<file path="src/rtl/dlx_fetch_stage.sv">
// rtl/dlx_fetch_stage.sv - DLX instruction fetch stage with IF/ID register (optional FETCH_PERF_CNT_EN counters)
module dlx_fetch_stage #(
    parameter logic [31:0] RESET_PC  = 32'h0000_0000,
    parameter logic [31:0] NOP_INSTR = 32'h0000_0015
) (
    input  logic        clk,
    input  logic        reset,
    input  logic        stall,
    input  logic        beqz,
    input  logic        bnez,
    input  logic        jump,
    input  logic        jumpReg,
    input  logic [25:0] value,
    input  logic [15:0] imm16,
    input  logic [31:0] rs1_data,
    output logic [31:0] imem_addr,
    output logic        imem_req,
    input  logic        imem_ready,
    input  logic [31:0] imem_data,
    output logic [31:0] instr,
    output logic [31:0] id_pc4,
`ifdef FETCH_PERF_CNT_EN
    output logic [31:0] squash_cnt,
    output logic [31:0] bubble_cnt,
`endif
    output logic        taken
);

    typedef enum logic [1:0] {
        S_FETCH   = 2'd0,
        S_WAIT    = 2'd1,
        S_DISCARD = 2'd2
    } state_e;

    state_e      state_q, state_d;
    logic [31:0] pc_q, pc_d;
    logic [31:0] instr_q, instr_d;
    logic [31:0] id_pc4_q, id_pc4_d;
    logic [31:0] disc_addr_q, disc_addr_d;

    logic        br_taken;
    logic        taken_w;
    logic [31:0] target;

    assign br_taken = (beqz && (rs1_data == 32'd0)) || (bnez && (rs1_data != 32'd0));
    assign taken_w  = !stall && (jump || br_taken);

    // Redirect target for the instruction currently sitting in ID
    always_comb begin
        target = id_pc4_q + {{16{imm16[15]}}, imm16};
        if (jump) begin
            if (jumpReg) begin
                target = rs1_data;
            end else begin
                target = id_pc4_q + {{6{value[25]}}, value};
            end
        end
    end

    // FSM state register
    always_ff @(posedge clk or posedge reset) begin
        if (reset) begin
            state_q <= S_FETCH;
        end else begin
            state_q <= state_d;
        end
    end

    // FSM next state: a miss parks in WAIT, a redirect during a miss must drain the stale request
    always_comb begin
        state_d = state_q;
        case (state_q)
            S_FETCH, S_WAIT: begin
                if (imem_ready) begin
                    state_d = S_FETCH;
                end else if (taken_w) begin
                    state_d = S_DISCARD;
                end else begin
                    state_d = S_WAIT;
                end
            end
            S_DISCARD: begin
                if (imem_ready) begin
                    state_d = S_FETCH;
                end
            end
            default: state_d = S_FETCH;
        endcase
    end

    // FSM outputs: the stale address stays on the bus while draining a redirected miss
    always_comb begin
        imem_req  = !reset;
        imem_addr = (state_q == S_DISCARD) ? disc_addr_q : pc_q;
        taken     = taken_w;
    end

    // Datapath next state for PC, IF/ID register and the drained-request address
    always_comb begin
        pc_d        = pc_q;
        instr_d     = instr_q;
        id_pc4_d    = id_pc4_q;
        disc_addr_d = disc_addr_q;
        if (state_q == S_DISCARD) begin
            if (!stall) begin
                instr_d = NOP_INSTR;
            end
            if (taken_w) begin
                pc_d = target;
            end
        end else if (imem_ready) begin
            if (taken_w) begin
                pc_d    = target;
                instr_d = NOP_INSTR;
            end else if (!stall) begin
                instr_d  = imem_data;
                id_pc4_d = pc_q + 32'd4;
                pc_d     = pc_q + 32'd4;
            end
        end else begin
            if (!stall) begin
                instr_d = NOP_INSTR;
            end
            if (taken_w) begin
                pc_d        = target;
                disc_addr_d = pc_q;
            end
        end
    end

    // Datapath registers
    always_ff @(posedge clk or posedge reset) begin
        if (reset) begin
            pc_q        <= RESET_PC;
            instr_q     <= NOP_INSTR;
            id_pc4_q    <= 32'd0;
            disc_addr_q <= RESET_PC;
        end else begin
            pc_q        <= pc_d;
            instr_q     <= instr_d;
            id_pc4_q    <= id_pc4_d;
            disc_addr_q <= disc_addr_d;
        end
    end

    assign instr  = instr_q;
    assign id_pc4 = id_pc4_q;

`ifdef FETCH_PERF_CNT_EN
    logic [31:0] squash_cnt_q, bubble_cnt_q;
    logic        bubble_ins;

    assign bubble_ins = !stall && (!imem_ready || (state_q == S_DISCARD));

    // Saturating redirect and bubble counters
    always_ff @(posedge clk or posedge reset) begin
        if (reset) begin
            squash_cnt_q <= 32'd0;
            bubble_cnt_q <= 32'd0;
        end else begin
            if (taken_w && (squash_cnt_q != 32'hFFFF_FFFF)) begin
                squash_cnt_q <= squash_cnt_q + 32'd1;
            end
            if (bubble_ins && (bubble_cnt_q != 32'hFFFF_FFFF)) begin
                bubble_cnt_q <= bubble_cnt_q + 32'd1;
            end
        end
    end

    assign squash_cnt = squash_cnt_q;
    assign bubble_cnt = bubble_cnt_q;
`endif

endmodule

</file>
<file path="config.mk">
export PLATFORM = sky130hd
export DESIGN_NAME = dlx_fetch_stage
export DESIGN_NICKNAME = d
export VERILOG_FILES = /design/src/rtl/dlx_fetch_stage.sv
export SDC_FILE = /design/constraint.sdc
export NUM_CORES = 1
export LEC_CHECK = 0
export BUFFER_PORTS_ARGS = -buffer_cell sky130_fd_sc_hd__buf_2
export CAP_MARGIN = 25
export CORE_UTILIZATION = 45
export CTS_CLUSTER_DIAMETER = 80
export DETAILED_ROUTE_END_ITERATION = 8
export PLACE_DENSITY_LB_ADDON = 0.25
export SLEW_MARGIN = 25
export SYNTH_ARGS = -nofsm -noshare
export SYNTH_HDL_FRONTEND = slang
export SYNTH_SLANG_ARGS = --single-unit
</file>
<file path="constraint.sdc">
create_clock -name clk -period 5.4 [get_ports clk]
set_clock_uncertainty 0.1 [all_clocks]
set_input_delay 0.27 -clock clk [delete_from_list [all_inputs] [get_ports clk]]
set_output_delay 0.27 -clock clk [all_outputs]
set_load 0.01 [all_outputs]
</file>
Yosys cells after proc, flatten, opt, wreduce, memory -nomap -nowiden
Index checks and enable logic that the tools add are counted.
{"block": "totals", "register_bits": 130, "input_bits": 114, "out_inout_bits": 98, "elab_cells": 46}
{"block": "op_classes", "add_sub_neg": 3, "eq_ne": 4, "muxes": 17, "bitwise_logic": 4, "n_reduce_logical": 13}
{"op": "$mux 32", "n": 13}
{"op": "$add 32x32->32", "n": 2}
{"op": "$add 32x3->32 const B", "n": 1}
{"op": "$logic_not 32->1", "n": 1}
{"op": "$reduce_bool 32->1", "n": 1}
{"op": "$mux 2", "n": 3}
{"op": "$ne 4x2->1 const B", "n": 1}
{"op": "$not 1->1", "n": 4}
{"op": "$pmux 2 s2", "n": 1}
{"op": "$reduce_and 4->1", "n": 1}
{"op": "$logic_and 1x1->1", "n": 3}
{"op": "$reduce_and 3->1", "n": 1}
{"op": "$eq 2x1->1 const B", "n": 1}
{"op": "$eq 2x2->1 const B", "n": 1}
{"op": "$logic_not 1->1", "n": 2}
{"op": "$logic_not 2->1", "n": 1}
{"op": "$logic_or 1x1->1", "n": 2}
{"op": "$ne 2x2->1 const B", "n": 1}
{"op": "$reduce_or 2->1", "n": 1}

Depth between registers and ports, before layout
{"block": "depth", "word_depth": 8, "mapped_depth": 11, "mapped_depth_nobuf": 11}

Least setup slack after synthesis
Ideal clock, no wire load.
{"block": "synth_path", "kind": "input to output", "from": "input port reset", "to": "output port imem_req", "arrival_ns": 2.997, "required_time_ns": 5.030, "slack_ns": 2.033, "path_stages": 1, "path_buffers": 0, "path_cell_list": "inv_1"}
{"block": "synth_via", "elab_chain_cells": 1}
{"item": "start: declaration", "line_no": "7", "rtl": "input logic reset,"}
{"item": "$logic_not 1->1 (no source line)"}
{"item": "end: declaration", "line_no": "17", "rtl": "output logic imem_req,"}
Every way passes these cells.

Worst setup path in the final report
{"block": "layout_path", "from": "register id_pc4_q[1] (netlist: id_pc4[1])", "to": "register pc_q[27]"}
{"block": "layout_via", "elab_chain_cells": 6, "word_cells_on_any_way": 8, "classes_between": "2 x add/sub; 6 x mux"}
{"item": "start: declaration", "line_no": "38", "rtl": "logic [31:0] id_pc4_q, id_pc4_d;"}
{"item": "start signal: assignment", "line_no": "141", "rtl": "id_pc4_q <= id_pc4_d;"}
{"item": "$add 32x32->32", "line_no": "55", "rtl": "target = id_pc4_q + {{6{value[25]}}, value};"}
{"item": "$mux 32", "line_no": "52", "rtl": "if (jumpReg) begin"}
{"item": "$mux 32 (*)", "line_no": "51", "rtl": "if (jump) begin"}
{"item": "$mux 32 (on tied branches)", "line_no": "108, 124, 112"}
{"item": "$mux 32", "line_no": "111", "rtl": "end else if (imem_ready) begin"}
{"item": "$mux 32 (*)", "line_no": "104", "rtl": "if (state_q == S_DISCARD) begin"}
{"item": "end signal: assignment", "line_no": "139", "rtl": "pc_q <= pc_d;"}
{"item": "end: declaration", "line_no": "36", "rtl": "logic [31:0] pc_q, pc_d;"}
Every way passes the cells marked *; elsewhere a longest branch is shown, timed or not.
A chain may end at the register's enable or synchronous reset.

==> metrics <==
number of H-tree levels=4; Final period util=0.6736; CTS Root Buffer Type=clkbuf_16; Rows=54; Post-CTS Setup Bufs=0; Worst EP arrival=between 3 and 4 ns; all-layer global routing usage=0.2902; Num CTS Buffers=17; HP Start=imem_ready; Layout Area Growth over Synthesis=22.10%; Worst R2R Start=id_pc4[1]; Port Buffers=211; CP Class=register to register; vias in the first global route=approximately 9000; grt total ovfl=0; Seq pwr share=0.297; worst min path class=input port to register; I/O pins=between 200 and 250; via-per-instance ratio=a little under 6; Async SR Flop Fraction=1.000; Clock power frac=0.197; delay-heaviest family, CP=compound AO/OA/AOI/OAI gates; Register-to-Register Path Depth=10; syn nets=1300; Antenna Nets Post-Route=0; net switching power=around 2.6 mW; DIE HEIGHT=150.6 µm; slowest stage cell on the critical path=dfrtp_1; layout cells sized above 1=0.2582; number of fillers in the final layout=2032; Max-Cap Viols=0; Worst R2R Setup Slack=roughly 1.8 ns; Placer Congestion=1.000; final setup TNS=0 ns; Post-Syn Instances=1121; Highest Clock Rate=274.9 MHz; VDD IR max=0.0002027 V; critical path endpoint category=register; synth top area cells=dfrtp_1 32%, ha_1 7.9%, mux2_2 7.8%, o21ai_0 5.0%, a21oi_1 4.7%; worst path cell trace=ha_1, a211oi_1, o211ai_1, a32o_1, a41o_1, o31ai_4, o21ai_0, a221oi_2, xor2_1, o211ai_1; Yosys top cell by area=dfrtp_1; Antenna Cells=0; P_leak=5.494 nW; CP bufs+invs=0; Post-Route WL=32.67 mm; Final Max Slew Viols=0; Mapped Area=9943 µm²; hold depth=2; switching share of power=0.4398; WL per Instance=20.07 µm; Synth Warn #=0; Power Dens Cells=481.2 nW/µm²; most frequently used flop master after synthesis=dfrtp_1; DR iter-0 viols=759; Mean Syn Cell Area=8.870 µm²; Synth top area share=0.3196; drt pass-1 iters=5; register bit count reported by yosys=between 100 and 150; Skew-Pair Late Insertion Delay=roughly 0.42 ns; Final setup viols=0; Max-slew headroom=0.3587; critical path required time=5.58 ns; CP Max Fanout=6; initial antenna violation count=0; RR Endpoint=pc_q[27]; fin util=0.5580; core area=between 20000 and 25000 µm²; fin crit period=around 3.6 ns; Max Buffers Root-to-Sink=2; post-place setup slack=between 1.5 and 2 ns; hold path endpoint=state_q[1]; Comb power frac=0.506; Slew @ Worst Pin=~0.95 ns; RSZ-0062 raised after global routing=false; NumNets Final=1514; Die Width=150.6 µm; CTS tree=done; final setup margin=1.763 ns; hpwl dp=24.34 mm; internal power=3.273 mW; Starting Density=0.4570; status=completed; Die Area=22690 µm²; CTS sink cnt=130; Worst setup SP type=register; post-synth cell types=77; sequential fraction of the synthesis area=0.3275; DRC viols=0; routed via count=9662; Clock transition at path regs=0.06 ns; Total Power=5.843 mW; largest net degree at the start of global routing=87; CP most frequent cell=o211ai_1; area of the multi-input gates=6382 µm²; Final Hold Viols=0; Post-synth EDFFs=0; first-pass GRT wire length=50.11 mm; CP max stage delay=0.53 ns; Register Area=3257 µm²
## final cells by class
| cell class | instances | share of cell area |
|---|---|---|
| clock buffer | 18 | 0.03535 |
| clock inverter | 14 | 0.01288 |
| inverter | 23 | 0.007523 |
| multi-input combinational | 907 | 0.5257 |
| sequential | 130 | 0.2683 |
| tap | 280 | 0.02886 |
| timing repair buffer | 256 | 0.1214 |
## power by group through the flow
stage	Clock, mW	Combinational, mW	Sequential (mW)
after CTS	1.16	2.92	1.72
after detailed placement	0	2.88	1.73
after floorplan	0	2.12	1.56
final	1.15	2.96	1.73
after global placement	0	2.87	1.72
after global routing	1.21	3.24	1.78
## state kept, by name, indices dropped and copies added, names as in the netlist
register,cells
state_q,2
disc_addr_q,32
pc_q,32
id_pc4,32
instr,32
## repair_timing
action	CTS	global route
hold buffers	32	0
setup endpoints to repair	0	0
hold endpoints to repair	112	0
gates resized for setup	0	0
## worst register-to-register path: cells and delay by family (launching register included)
| family | cells | cell delay, ns |
|---|---|---|
| compound gates | 8 | 2.26 |
| xor+xnor | 1 | 0.29 |
| flops | 1 | 0.53 |
| fa+ha+maj | 1 | 0.31 |
## cells in the mapped netlist, types with 5 or more instances
| master | n |
|---|---|
| dfrtp_1 | 127 |
| nand2_1 | 113 |
| o21ai_0 | 100 |
| a21oi_1 | 93 |
| mux2_2 | 69 |
| ha_1 | 63 |
| nor2_1 | 59 |
| clkbuf_1 | 51 |
| xnor2_1 | 45 |
| nand3_1 | 38 |
| xor2_1 | 32 |
| a22o_1 | 29 |
| a21o_1 | 28 |
| inv_1 | 22 |
| nor3_1 | 19 |
| o211ai_1 | 15 |
| and3_1 | 14 |
| a31oi_1 | 13 |
| o21a_1 | 13 |
| nor4_1 | 12 |
| nand4_1 | 11 |
| a211oi_1 | 9 |
| buf_1 | 7 |
| o21bai_1 | 7 |
| a221oi_1 | 6 |
| and2_1 | 6 |
| mux2i_1 | 6 |
| nand2b_1 | 6 |
| o22ai_1 | 6 |
| o31ai_1 | 6 |
| or3_1 | 6 |
| and4_1 | 5 |
| nor3b_1 | 5 |
| o2111ai_1 | 5 |
## worst max path at each step
stage | cells after the start | slack (ns) | to | from
global route | 10 | 1.59 | pc_q[27] | id_pc4[1]
finish | 10 | 1.76 | pc_q[27] | id_pc4[1]
global placement | 10 | 1.90 | pc_q[27] | id_pc4[1]
floorplan | 1 | 1.49 | disc_addr_q[0] | reset
CTS | 10 | 1.82 | pc_q[27] | id_pc4[1]
detailed placement | 10 | 1.88 | pc_q[27] | id_pc4[1]
## cells in the final DEF, fill, tap and decap left out, types with 6 or more instances in the layout
cell type,instances
nand2_1,113
nor3_1,19
nor2_1,59
nand3_1,37
o21ai_0,100
a221oi_1,6
or3_1,6
o22ai_1,6
clkbuf_16,17
and3_1,13
buf_4,13
o21a_1,13
dlygate4sd3_1,32
a21oi_1,93
nand4_1,11
a22o_1,29
inv_1,21
o211ai_1,15
mux2i_1,6
a21o_1,28
a31oi_1,13
nor4_1,12
dfrtp_1,127
xnor2_1,45
o31ai_1,6
xor2_1,32
mux2_2,69
and2_1,6
a211oi_1,9
nand2b_1,6
o21bai_1,7
buf_2,211
ha_1,63
## stage by stage
stage	std cells	cell area (µm²)	hold slack, ns
detailed placement	1564	11230	0.3535
floorplan	1121	9943	0.2331
global placement	1564	11230	0.3539
finish	1628	12140	0.008978
CTS	1628	12140	0.003347
global route	1628	12140	0.01360
## cell families (layout without fill, tap and decap cells)
kind of cell,Yosys count,after routing,synth area share
AO/OA/AOI/OAI,380,380,0.2552
XOR/XNOR,77,77,0.06782
adder cells (fa/ha/maj),65,65,0.08330
buffers and inverters,84,311,0.03209
flip-flops,130,130,0.3275
multiplexers,75,75,0.08418
AND/OR/NAND/NOR,310,310,0.1499
## layer usage
layer	wire length [µm]	share of wire	up-vias	global-route usage
met1	15190	0.46	4544	0.4268
met3	2667	0.082	45	0.05121
li1	-	-	4624	-
met2	14190	0.43	449	0.4373
met4	628	0.019	0	0.07300
met5	0	0	-	0
Note: power is estimated with default switching activity, not from simulation.
